## config.mk

```make
export PLATFORM = sky130hd
export DESIGN_NAME = shift_add_multiply_flat
export DESIGN_NICKNAME = d
export VERILOG_FILES = /design/src/rtl/shift_add_multiply_if.sv /design/src/rtl/shift_add_multiply.sv /design/src/flat_wrapper.sv
export SDC_FILE = /design/constraint.sdc
export NUM_CORES = 1
export LEC_CHECK = 0
export CORE_AREA = 2 2 143 159
export DETAILED_ROUTE_END_ITERATION = 8
export DIE_AREA = 0 0 145 161
export GPL_TIMING_DRIVEN = 0
export PLACE_DENSITY = 0.74
export SETUP_SLACK_MARGIN = 0.5
export SLEW_MARGIN = 30
export SYNTH_ARGS = -nofsm -noshare
export SYNTH_HDL_FRONTEND = slang
export SYNTH_SLANG_ARGS = --single-unit
```

## constraint.sdc

```tcl
create_clock -name clk -period 5.8 [get_ports clk]
set_input_delay 0.87 -clock clk [delete_from_list [all_inputs] [get_ports clk]]
set_output_delay 0.87 -clock clk [all_outputs]
set_load 0.05 [all_outputs]
```

## src/rtl/shift_add_multiply_if.sv

```systemverilog
// shift_add_multiply_if
// Request/result bundle for the shift-add multiplier.
//   start         request; acted on only at a rising clk edge where ready=1
//   a, b          operands, captured on the accepting edge
//   sign          1 = two's-complement operands and product, 0 = unsigned
//   ready         1 = idle, product valid, a new request can be accepted
//   prod_hi/lo    upper / lower half of the 2*WIDTH-bit product
//
// Handshake: a transfer happens at the rising clk edge where start=1 and
// ready=1. start while ready=0 is dropped, not queued. ready stays low until
// the product is written, and prod_hi/prod_lo are stable whenever ready=1.
interface shift_add_multiply_if #(
  parameter int WIDTH = 32
);
  logic             start;
  logic [WIDTH-1:0] a;
  logic [WIDTH-1:0] b;
  logic             sign;
  logic             ready;
  logic [WIDTH-1:0] prod_hi;
  logic [WIDTH-1:0] prod_lo;

  modport master (
    output start, a, b, sign,
    input  ready, prod_hi, prod_lo
  );

  modport slave (
    input  start, a, b, sign,
    output ready, prod_hi, prod_lo
  );
endinterface

```

## src/rtl/shift_add_multiply.sv

```systemverilog
// shift_add_multiply
// Iterative radix-2 shift-add multiplier, unsigned or two's-complement.
// The operands are turned into magnitudes on entry. The multiply runs one
// multiplier bit per cycle, and the sign is applied in a final fix-up cycle.
// Latency is WIDTH+1 clocks from the accepting edge to ready=1.
//   clk        rising-edge clock
//   reset      asynchronous, active-high reset
//   bus        request/result bundle (slave side)
//   dbg_state  current FSM state (0 = IDLE, 1 = RUN, 2 = FIX)
module shift_add_multiply #(
  parameter int WIDTH = 32
) (
  input  logic                 clk,
  input  logic                 reset,
  shift_add_multiply_if.slave  bus,
  output logic [1:0]           dbg_state
);

  localparam int CW = $clog2(WIDTH + 1);

  typedef enum logic [1:0] {
    IDLE = 2'd0,
    RUN  = 2'd1,
    FIX  = 2'd2
  } state_t;

  state_t           state;
  state_t           state_next;
  logic             accept;

  logic [CW-1:0]    count;
  logic             neg;
  logic [WIDTH-1:0] mag_a;
  logic [WIDTH-1:0] hi;
  logic [WIDTH-1:0] lo;
  logic [WIDTH-1:0] prod_hi;
  logic [WIDTH-1:0] prod_lo;

  logic [WIDTH-1:0]   in_mag_a;
  logic [WIDTH-1:0]   in_mag_b;
  logic [WIDTH:0]     sum;
  logic [2*WIDTH-1:0] fixed;

  // Datapath arithmetic.
  always_comb begin
    // Magnitudes are WIDTH-bit unsigned, so -2^(WIDTH-1) maps to 2^(WIDTH-1).
    in_mag_a = (bus.sign && bus.a[WIDTH-1]) ? -bus.a : bus.a;
    in_mag_b = (bus.sign && bus.b[WIDTH-1]) ? -bus.b : bus.b;
    // The carry out of the add becomes the top bit of hi after the shift.
    sum      = {1'b0, hi} + (lo[0] ? {1'b0, mag_a} : {(WIDTH + 1){1'b0}});
    fixed    = neg ? -{hi, lo} : {hi, lo};
  end

  // State register.
  always_ff @(posedge clk or posedge reset) begin
    if (reset) begin
      state <= IDLE;
    end else begin
      state <= state_next;
    end
  end

  // Next-state logic.
  always_comb begin
    state_next = state;
    accept     = 1'b0;
    case (state)
      IDLE: begin
        if (bus.start) begin
          accept     = 1'b1;
          state_next = RUN;
        end
      end
      RUN: begin
        // The last step is the one that takes count from 1 to 0.
        if (count == CW'(1)) begin
          state_next = FIX;
        end
      end
      FIX:     state_next = IDLE;
      default: state_next = IDLE;
    endcase
  end

  // Datapath registers.
  always_ff @(posedge clk or posedge reset) begin
    if (reset) begin
      count   <= '0;
      neg     <= 1'b0;
      mag_a   <= '0;
      hi      <= '0;
      lo      <= '0;
      prod_hi <= '0;
      prod_lo <= '0;
    end else begin
      case (state)
        IDLE: begin
          if (accept) begin
            neg   <= bus.sign & (bus.a[WIDTH-1] ^ bus.b[WIDTH-1]);
            mag_a <= in_mag_a;
            hi    <= '0;
            lo    <= in_mag_b;
            count <= CW'(WIDTH);
          end
        end
        RUN: begin
          // {hi, lo} <= {sum, lo} >> 1
          hi    <= sum[WIDTH:1];
          lo    <= {sum[0], lo[WIDTH-1:1]};
          count <= count - 1'b1;
        end
        FIX: begin
          prod_hi <= fixed[2*WIDTH-1:WIDTH];
          prod_lo <= fixed[WIDTH-1:0];
        end
        default: begin
        end
      endcase
    end
  end

  assign bus.ready   = (state == IDLE);
  assign bus.prod_hi = prod_hi;
  assign bus.prod_lo = prod_lo;
  assign dbg_state   = state;

endmodule

```

## src/flat_wrapper.sv

```systemverilog
// flat-port wrapper written by rule: the top's interface ports become plain ports
module shift_add_multiply_flat 
#(
  parameter int WIDTH = 32
)
  (clk, reset, dbg_state, bus_start, bus_a, bus_b, bus_sign, bus_ready, bus_prod_hi, bus_prod_lo);
  shift_add_multiply_if #(.WIDTH(WIDTH)) bus_i ();
  input  logic clk;
  input  logic reset;
  output logic [1:0] dbg_state;
  input wire logic [$bits(bus_i.start)-1:0] bus_start;
  input wire logic [$bits(bus_i.a)-1:0] bus_a;
  input wire logic [$bits(bus_i.b)-1:0] bus_b;
  input wire logic [$bits(bus_i.sign)-1:0] bus_sign;
  output wire logic [$bits(bus_i.ready)-1:0] bus_ready;
  output wire logic [$bits(bus_i.prod_hi)-1:0] bus_prod_hi;
  output wire logic [$bits(bus_i.prod_lo)-1:0] bus_prod_lo;
  assign bus_i.start = bus_start;
  assign bus_i.a = bus_a;
  assign bus_i.b = bus_b;
  assign bus_i.sign = bus_sign;
  assign bus_ready = bus_i.ready;
  assign bus_prod_hi = bus_i.prod_hi;
  assign bus_prod_lo = bus_i.prod_lo;
  shift_add_multiply #(.WIDTH(WIDTH)) u_core (.clk(clk), .reset(reset), .bus(bus_i), .dbg_state(dbg_state));
endmodule
```

==> results.py, run 1 <==
metrics = {
    "status": {
        "status": "finished, final reports clean",
    },
    "timing": {
        "finalCritPeriodShare_pct": 66.6,
        "setup_viol": 0,
        "finClkSkew_ps": 10.6,
        "hold_viol": 0,
        "worst_slew_pin_slew_ps": 804,
        "period_needed_ps": 3870,
        "max-slew-margin-rel_pct": 45.8,
        "maxSlewViolCount": 0,
        "rsz0062_at_grt": "no",
        "clock.fmax_mhz": 259,
        "finalSetupTns_ps": 0,
    },
    "worst_setup_path": {
        "crit_path_end": "u_core.hi[27]",
        "crit_path_frequent_cell": "a211oi_1",
        "crit_chain": "clkbuf_1 > and2_1 > ha_1 > inv_1 > fa_1 > nor2b_1 > o21bai_1 > a211oi_1 > o32a_1 > or3_1 > a211oi_1 > or4b_2 > nand3_1",
        "critical_path.max_fanout": 10,
        "startpoint_type": "flop",
        "r2r_cells": 13,
        "crit_slowest_cell": "or4b_2",
        "crit_start": "u_core.lo[0]",
        "r2r_end": "u_core.hi[27]",
        "critPathMaxStageDelay_ps": 610,
        "worstSetupPathType": "flop to flop",
        "arrival_ps": 4240,
        "crit_required_ps": 6170,
        "cp-end-kind": "flop",
        "ff2ff_setup_slack_ps": 1930,
        "r2r-start": "u_core.lo[0]",
    },
    "yosys": {
        "syn_nets": 1384,
        "yosysSeqAreaShare_pct": 38.7,
        "synth_ff_type": "dfrtp_1",
        "postSynthAreaPerCell_sq_um": 8.54,
        "synth-edff-count": 0,
        "yosysWarnings": 0,
        "synth_cells": 1278,
        "synthArstFlopShare_pct": 100,
        "synth-seq-cells": 169,
        "netlist_area_sq_um": 10900,
        "synth_cell_type_count": 67,
    },
    "grt": {
        "grt_pass1_vias": 9679,
        "grt_pass1_wl_um": 50900,
        "grt_usage_pct": 27.3,
        "antenna_found_initial": 0,
        "grt_max_degree": 31,
        "grt_overflow_total": 0,
    },
    "power": {
        "powerDensity_nw_per_um2": 528,
        "clock_power_share_pct": 16.9,
        "peakVddDrop_mv": 0.267,
        "p_comb_share_pct": 51.1,
        "internal-power_mw": 3.65,
        "p_leak_nw": 5.48,
        "swShare_pct": 48.4,
        "power_switching_mw": 3.42,
        "power.share.sequential_pct": 32.1,
    },
    "die": {
        "core_sq_um": 21800,
        "io_pins": 135,
        "die_h_um": 161,
        "die-area_sq_um": 23300,
        "die_x_um": 145,
        "initial_core_util_pct": 50.2,
        "num_rows": 57,
    },
    "drt": {
        "drt-initial-drc-count": 853,
        "wl_um": 31800,
        "dr.pass1.iters": 5,
        "vias": 10120,
        "drc_errors": 0,
        "drtAntennaViolNets": 0,
        "vias_per_cell": 5.80,
        "routedWlPerCell_um": 18.2,
    },
    "clock_network": {
        "cts.sink_count": 169,
        "cts_setup_buffers": 0,
        "tritoncts": "done",
        "clk_latency_ps": 440,
        "post_cts_resized": 0,
        "clock-root-buffer": "clkbuf_16",
        "clk_pin_slew_ps": 80,
        "cts.htree.levels": 4,
        "clk_path_buf_depth": 2,
        "cts-hold-fix-buffers": 0,
        "cts-buffers-inserted": 17,
    },
    "layout": {
        "area_delta_synth_final_pct": 22.6,
        "fin_util_pct": 61.5,
        "antenna_cells": 0,
        "drive_above_1_share_pct": 4.49,
        "final_net_count": 1542,
    },
    "place": {
        "detailed_place_hpwl_um": 25400,
        "portBuffers": 133,
        "globalplace.congestion": 0.968,
    },
    "job": {
        "max-cap-violations": 0,
    },
    "min_path": {
        "hold_class": "flop to flop",
    },
}
worst max-delay path, delay by kind of cell, from the launching register on:
family                     cells  cell delay (ps)
AOI/OAI and AO/OA              4              940
adders and majority gates      2              590
buffers and inverters          2              400
DFF                            1              600
and+or+nand+nor                5             1250
worst min-delay path by stage:
stage                        endpoint  cells past startpoint                   start
6_report             u_core.mag_a[29]                      2        u_core.mag_a[29]
3_3_place_gp         u_core.mag_a[17]                      2        u_core.mag_a[17]
4_1_cts              u_core.mag_a[13]                      2        u_core.mag_a[13]
5_1_grt        u_core.bus.prod_lo[15]                      2  u_core.bus.prod_lo[15]
2_1_floorplan        u_core.mag_a[31]                      2        u_core.mag_a[31]
3_5_place_dp         u_core.mag_a[13]                      2        u_core.mag_a[13]
synthesized netlist by cell type (2+ instances only):
cell	n	area share, %
or4_4	2	0.21
nand3_1	33	1.5
a41o_1	3	0.28
nand4_1	10	0.57
o41ai_1	13	1.0
o211ai_1	5	0.34
a31oi_1	7	0.40
or3_1	14	0.80
a22oi_1	29	2.0
ha_1	37	4.2
buf_1	6	0.21
and2_1	37	2.1
o31ai_1	23	1.6
a21oi_1	59	2.7
nor3_4	3	0.45
nor2_1	62	2.1
o31a_1	3	0.24
a31o_2	2	0.16
or3_4	2	0.21
clkbuf_1	64	2.2
a21o_1	12	0.83
or4_1	12	0.83
nand3b_1	3	0.21
mux2i_1	5	0.46
o21ai_0	205	9.4
nand2_1	184	6.3
a32o_1	2	0.18
inv_1	19	0.65
a211oi_1	5	0.34
nand4b_1	2	0.16
xor2_1	91	7.3
xnor2_1	54	4.3
or2_2	3	0.17
nor2b_1	7	0.40
dfrtp_1	169	39
o21bai_1	7	0.48
nor4_1	18	1.0
o41ai_2	4	0.60
o21ai_1	6	0.28
nor3_1	19	0.87
nand2b_1	11	0.63
state kept, by name, indices dropped and copies added (netlist names):
register / cells
u_core.bus.prod_hi: 32
u_core.bus.prod_lo: 32
u_core.hi: 32
u_core.lo: 32
u_core.mag_a: 32
u_core.count: 6
u_core.dbg_state: 2
u_core.neg: 1
per-layer routing:
layer	vias to the layer above	global-route usage [%]	part of all wire, %
met5	-	0	0
met4	0	9.14	2.4
met3	51	4.27	6.4
met2	365	45.7	47
met1	4804	36.4	44
li1	4900	-	-
through the flow:
stage,instance area [sq um],setup slack (ps),instances,power [mW],hold WS (ps)
after floorplan,10900,2710,1278,4.66,438
after global placement,12600,1400,1706,5.74,454
after detailed placement,12800,2000,1712,5.84,461
after CTS,13400,1950,1744,7.04,478
after global routing,13400,1730,1744,7.55,503
final,13400,1930,1744,7.07,472
power groups by stage:
| stage | clock network, mW | registers (mW) | logic, mW |
|---|---|---|---|
| final | 1.19 | 2.27 | 3.61 |
| after global routing | 1.25 | 2.32 | 3.97 |
| after CTS | 1.21 | 2.24 | 3.59 |
| after detailed placement | 0 | 2.26 | 3.57 |
| after global placement | 0 | 2.25 | 3.50 |
| after floorplan | 0 | 2.47 | 2.20 |
area by class of cell:
| class | instances | area [sq um] |
|---|---|---|
| clock inverter | 15 | 196 |
| clock buffer | 17 | 425 |
| tap | 295 | 369 |
| buffer | 73 | 287 |
| multi-input combinational | 1017 | 6340 |
| sequential | 169 | 4230 |
| fill | 1976 | 8370 |
| timing repair buffer | 139 | 1470 |
| inverter | 19 | 75.1 |
cells in the final DEF, fill, tap and decap left out, types with 12 or more instances in the layout:
master           Yosys  layout
and2_1              37      37
nand2_1            184     184
a22oi_1             29      29
nor4_1              18      18
clkdlybuf4s50_1      0     133
xor2_1              91      91
nand3_1             33      33
xnor2_1             54      54
ha_1                37      37
inv_1               19      18
a21oi_1             59      59
nor2_1              62      62
o21ai_0            205     205
o41ai_1             13      12
o31ai_1             23      23
clkbuf_16            0      17
dfrtp_1            169     169
nor3_1              19      19
or3_1               14      14
or4_1               12      12
clkbuf_1            64      64
a21o_1              12      12
kinds of logic after synthesis:
family	Yosys count	share of synthesized area, %
adders and majority gates	38	4.42
AOI/OAI and AO/OA	400	22.1
DFF	169	38.7
buffers and inverters	92	3.28
muxes	5	0.458
xor gates and xnor gates	145	11.6
and+or+nand+nor	429	19.4
Power figures use the tool's default switching activity.
==> run 2: changes to the inputs <==
- clock period: 5.8 -> 3.3 ns (I/O delays scaled with it)
==> results.py, run 2 (synthesized netlist as in run 1, its figures left out) <==
metrics = {
    "grt": {
        "antenna_found_initial": 0,
        "grt_overflow_total": 0,
        "grt_pass1_vias": 10231,
        "grt_usage_pct": 28.1,
        "grt_pass1_wl_um": 52400,
        "grt_max_degree": 33,
    },
    "worst_setup_path": {
        "crit_slowest_cell": "dfrtp_2",
        "ff2ff_setup_slack_ps": 390,
        "arrival_ps": 3210,
        "cp-end-kind": "flop",
        "critPathMaxStageDelay_ps": 470,
        "crit_required_ps": 3610,
        "r2r-start": "u_core.lo[0]",
        "crit_start": "u_core.lo[0]",
        "worstSetupPathType": "flop to flop",
        "critical_path.max_fanout": 6,
        "crit_chain": "buf_8 > and2_4 > ha_4 > inv_2 > fa_2 > nor2b_4 > o21bai_4 > a21o_1 > o31a_1 > a31o_4 > o21ba_4 > xor2_2 > o21ai_1",
        "startpoint_type": "flop",
    },
    "layout": {
        "area_delta_synth_final_pct": 30.8,
        "drive_above_1_share_pct": 13.6,
        "mostFrequentLayoutCells": "o21ai_0 (187), nand2_1 (178), dfrtp_1 (165)",
        "final_common_cell": "o21ai_0",
        "fillerInstances": 1809,
        "design_area_sq_um": 14300,
        "antenna_cells": 0,
        "final_net_count": 1580,
    },
    "die": {
        "io_pins": 135,
        "core_sq_um": 21800,
        "num_rows": 57,
        "initial_core_util_pct": 50.2,
        "die-area_sq_um": 23300,
        "die_h_um": 161,
        "die_x_um": 145,
    },
    "power": {
        "finalPower_mw": 13.3,
        "p_leak_nw": 5.82,
        "peakVddDrop_mv": 0.479,
        "powerDensity_nw_per_um2": 933,
    },
    "timing": {
        "setup_viol": 0,
        "finalCritPeriodShare_pct": 88.0,
        "clock.fmax_mhz": 344,
        "max-slew-margin-rel_pct": 34.0,
        "holdWs_ps": 469,
        "hold_viol": 0,
        "period_needed_ps": 2910,
        "maxSlewViolCount": 0,
        "worst_slew_pin_slew_ps": 990,
        "finClkSkew_ps": 10.0,
        "rsz0062_at_grt": "yes",
    },
    "drt": {
        "drc_errors": 0,
        "vias": 10428,
        "vias_per_cell": 5.86,
        "drt-initial-drc-count": 982,
        "dr.pass1.iters": 6,
        "wl_um": 33500,
        "routedWlPerCell_um": 18.8,
        "drtAntennaViolNets": 0,
    },
    "job": {
        "max-cap-violations": 0,
    },
    "min_path": {
        "hold_class": "input pin to asynchronous set/reset pin",
    },
    "place": {
        "detailed_place_hpwl_um": 24600,
        "portBuffers": 133,
        "post_dp_cell_area_sq_um": 12800,
        "globalplace.congestion": 0.931,
    },
    "clock_network": {
        "cts.htree.levels": 4,
        "clk_latency_ps": 440,
        "tritoncts": "done",
        "clock-root-buffer": "clkbuf_16",
        "clk_path_buf_depth": 2,
        "cts-buffers-inserted": 17,
        "clk_pin_slew_ps": 70,
        "cts.sink_count": 169,
    },
    "status": {
        "status": "finished, final reports clean",
    },
}
[run 2: changes by cell type in the layout (fill, tap and decap cells not counted), moves of 8 or more]
cell and delta:
clkbuf_1 -11, o21ai_0 -18, o21ai_2 +8, nor4_1 -8
a21oi_1 -12, buf_4 +33, o21ai_1 +9, a21oi_2 +10
ha_1 -12, ha_4 +8
[run 2: critical path: cells and delay by family, from the launching register on]
kind,cells,cell delay [ps]
AOI/OAI and AO/OA,6,1140
adders and majority gates,2,500
DFF,1,470
and+or+nand+nor,2,320
buffers and inverters,2,180
xor gates and xnor gates,1,150
[run 2: layout make-up]
type	count	area (sq um)	share of cell area [%]
Clock buffer	19	453	3.17
Multi-Input combinational cell	1017	6920	48.5
Clock inverter	12	143	0.999
Timing Repair Buffer	177	1760	12.3
Inverter	19	77.6	0.543
Sequential cell	169	4230	29.6
Buffer	73	328	2.30
Tap cell	295	369	2.58
[run 2: stage by stage]
step,util (%),TNS (ps),worst slack [ps],cells
after floorplan,-,0,457,1278
final,65.7,0,395,1781
after global placement,58.2,-113600,-679,1706
after CTS,63.6,0,361,1764
after global routing,65.7,0,295,1781
after detailed placement,58.6,-1360,-286,1711
[run 2: worst paths after layout]
check | end | cells after the start
min reg2reg | u_core.mag_a[19] | 2
max | u_core.hi[25] | 13
max reg2reg | u_core.hi[25] | 13
min | u_core.bus.prod_lo[27] | 2
max in group asynchronous | u_core.lo[0] | 4
min in group clk | u_core.mag_a[19] | 2
[run 2: report_power, final]
part / internal, mW / switching (mW) / total, mW
clock: 1.16 / 0.878 / 2.04
sequential: 2.92 / 1.06 / 3.98
combinational: 2.96 / 4.35 / 7.31
total: 7.04 / 6.29 / 13.3
[run 2: metal layers]
layer | track usage, % | vias up | routed length [um] | share of wire, %
li1 | - | 4961 | - | -
met1 | 34.2 | 4861 | 13400 | 40
met2 | 48.9 | 506 | 16400 | 49
met3 | 4.55 | 100 | 2330 | 6.9
met4 | 13.8 | 0 | 1420 | 4.2
met5 | 0 | - | 0 | 0
[run 2: timing repair]
action	4_1_cts	5_1_grt
resized for setup	71	87
buffers inserted	22	17
setup endpoints to repair	50	36
hold buffers	0	0
pin swaps	30	35
==> run 3: changes to the inputs <==
==> constraint.sdc (replaced) <==
create_clock -name clk -period 2.37 [get_ports clk]
set_input_delay 0.711 -clock clk [delete_from_list [all_inputs] [get_ports clk]]
set_output_delay 0.711 -clock clk [all_outputs]
set_load 0.05 [all_outputs]
==> results.py, run 3 (synthesized netlist as in run 1, its figures left out) <==
metrics = {
    "timing": {
        "finalSetupTns_ps": -25850,
        "worst_slew_pin_slew_ps": 1290,
        "setup_viol": 78,
        "layout_setup_ws_ps": -715,
        "hold_viol": 0,
        "max-slew-margin-rel_pct": 13.8,
        "maxSlewViolCount": 0,
        "clock.fmax_mhz": 324,
        "holdWs_ps": 470,
        "period_needed_ps": 3080,
        "finClkSkew_ps": 13.2,
        "rsz0062_at_grt": "yes",
        "finalCritPeriodShare_pct": 130,
    },
    "layout": {
        "drive_above_1_share_pct": 38.0,
        "final_common_cell": "dfrtp_1",
        "final_net_count": 1670,
        "area_delta_synth_final_pct": 50.6,
        "instances_no_fill": 1872,
        "mostFrequentLayoutCells": "dfrtp_1 (158), nand2_1 (156), o21ai_1 (114)",
        "antenna_cells": 0,
    },
    "drt": {
        "drtAntennaViolNets": 0,
        "vias_per_cell": 6.15,
        "dr.pass1.iters": 6,
        "wl_um": 39900,
        "drc_errors": 0,
        "routedWlPerCell_um": 21.3,
        "drt-initial-drc-count": 1054,
        "vias": 11504,
    },
    "die": {
        "core_sq_um": 21800,
        "num_rows": 57,
        "die_h_um": 161,
        "io_pins": 135,
        "initial_core_util_pct": 50.2,
        "die_x_um": 145,
        "die-area_sq_um": 23300,
    },
    "place": {
        "dp.cells": 1712,
        "globalplace.congestion": 0.949,
        "dp_slack_ps": -1000,
        "portBuffers": 133,
        "detailed_place_hpwl_um": 25200,
    },
    "min_path": {
        "hold_path_startpoint": "u_core.mag_a[28]",
        "hold_class": "flop to flop",
    },
    "clock_network": {
        "clk_pin_slew_ps": 70,
        "cts-buffers-inserted": 17,
        "clk_path_buf_depth": 2,
        "cts.sink_count": 169,
        "clock-root-buffer": "clkbuf_16",
        "tritoncts": "done",
        "clk_latency_ps": 440,
        "cts.htree.levels": 4,
    },
    "worst_setup_path": {
        "startpoint_type": "flop",
        "crit_start": "u_core.lo[0]",
        "r2r-start": "u_core.lo[0]",
        "cp-end-kind": "flop",
        "arrival_ps": 3410,
        "critical_path.max_fanout": 5,
        "worstSetupPathType": "flop to flop",
        "crit_required_ps": 2700,
    },
    "job": {
        "max-cap-violations": 0,
    },
    "status": {
        "status": "finished with violations",
        "violations": "setup timing",
    },
    "grt": {
        "grt_pass1_vias": 10751,
        "grt_max_degree": 31,
        "grt_overflow_total": 0,
        "grt_usage_pct": 30.6,
        "grt_pass1_wl_um": 57400,
        "antenna_found_initial": 0,
    },
    "power": {
        "finalPower_mw": 21.0,
        "p_leak_nw": 6.99,
        "peakVddDrop_mv": 0.828,
        "powerDensity_nw_per_um2": 1280,
    },
}
## run 3: changes by cell type in the layout (fill, tap and decap cells not counted), sizes merged
cell / before / now
bufinv: 2 / 3
clkdlybuf4s15: 0 / 1
dlymetal6s2s: 0 / 8
dlygate4sd2: 0 / 15
clkinv: 4 / 3
buf: 57 / 236
clkinvlp: 5 / 2
clkdlybuf4s50: 133 / 20
inv: 20 / 24
## run 3: area by class of cell
class | instances | area [sq um]
buffer | 73 | 433
clock buffer | 19 | 453
clock inverter | 13 | 180
fill | 1505 | 5310
inverter | 19 | 77.6
multi-input combinational | 1017 | 8380
sequential | 169 | 4240
tap | 295 | 369
timing repair buffer | 267 | 2310
## run 3: where the power goes
| part | switching (mW) | leakage [nW] | internal [mW] |
|---|---|---|---|
| Clock | 1.31 | 0.310 | 1.75 |
| Combinational | 7.06 | 4.65 | 4.93 |
| Sequential | 1.92 | 2.03 | 4.07 |
## run 3: critical path, stage by stage (launching register included)
cell,delay (ps)
dfrtp_2,470
buf_8,150
and2_4,150
ha_4,130
inv_2,40
fa_2,360
nor2b_4,190
o21bai_4,90
a211oi_2,320
o32a_1,280
buf_4,150
buf_6,110
nor2b_1,160
o21ai_0,90
a32o_1,280
## run 3: timing repair
action / CTS / global route
setup buffers: 92 / 36
resized for setup: 617 / 280
hold buffers: 0 / 0
setup endpoints to repair: 234 / 184
pin swaps: 115 / 118
## run 3: path summary, 6_finish.rpt
kind                                          end  slack [ps]  cells after the start
min reg2reg                      u_core.mag_a[28]         470                      2
max                                 u_core.hi[15]        -710                     14
max in group asynchronous           u_core.lo[20]        1000                      5
max reg2reg                         u_core.hi[15]        -710                     14
min                              u_core.mag_a[28]         470                      2
min in group asynchronous  u_core.bus.prod_hi[27]         530                      2
## run 3: per-layer routing
layer,track usage (%),part of all wire [%],vias to the layer above,wire (um)
met3,4.80,7.8,135,3130
met5,0,0,-,0
met2,51.0,49,668,19400
met1,41.3,40,5542,15900
met4,10.0,3.7,0,1480
li1,-,-,5159,-
## run 3: per-stage QoR
step                util, %  instance area [sq um]
floorplan                 -                  11700
global placement       61.8                  13400
detailed placement     62.3                  13600
CTS                    71.1                  15500
global route           75.6                  16400
finish                 75.6                  16400
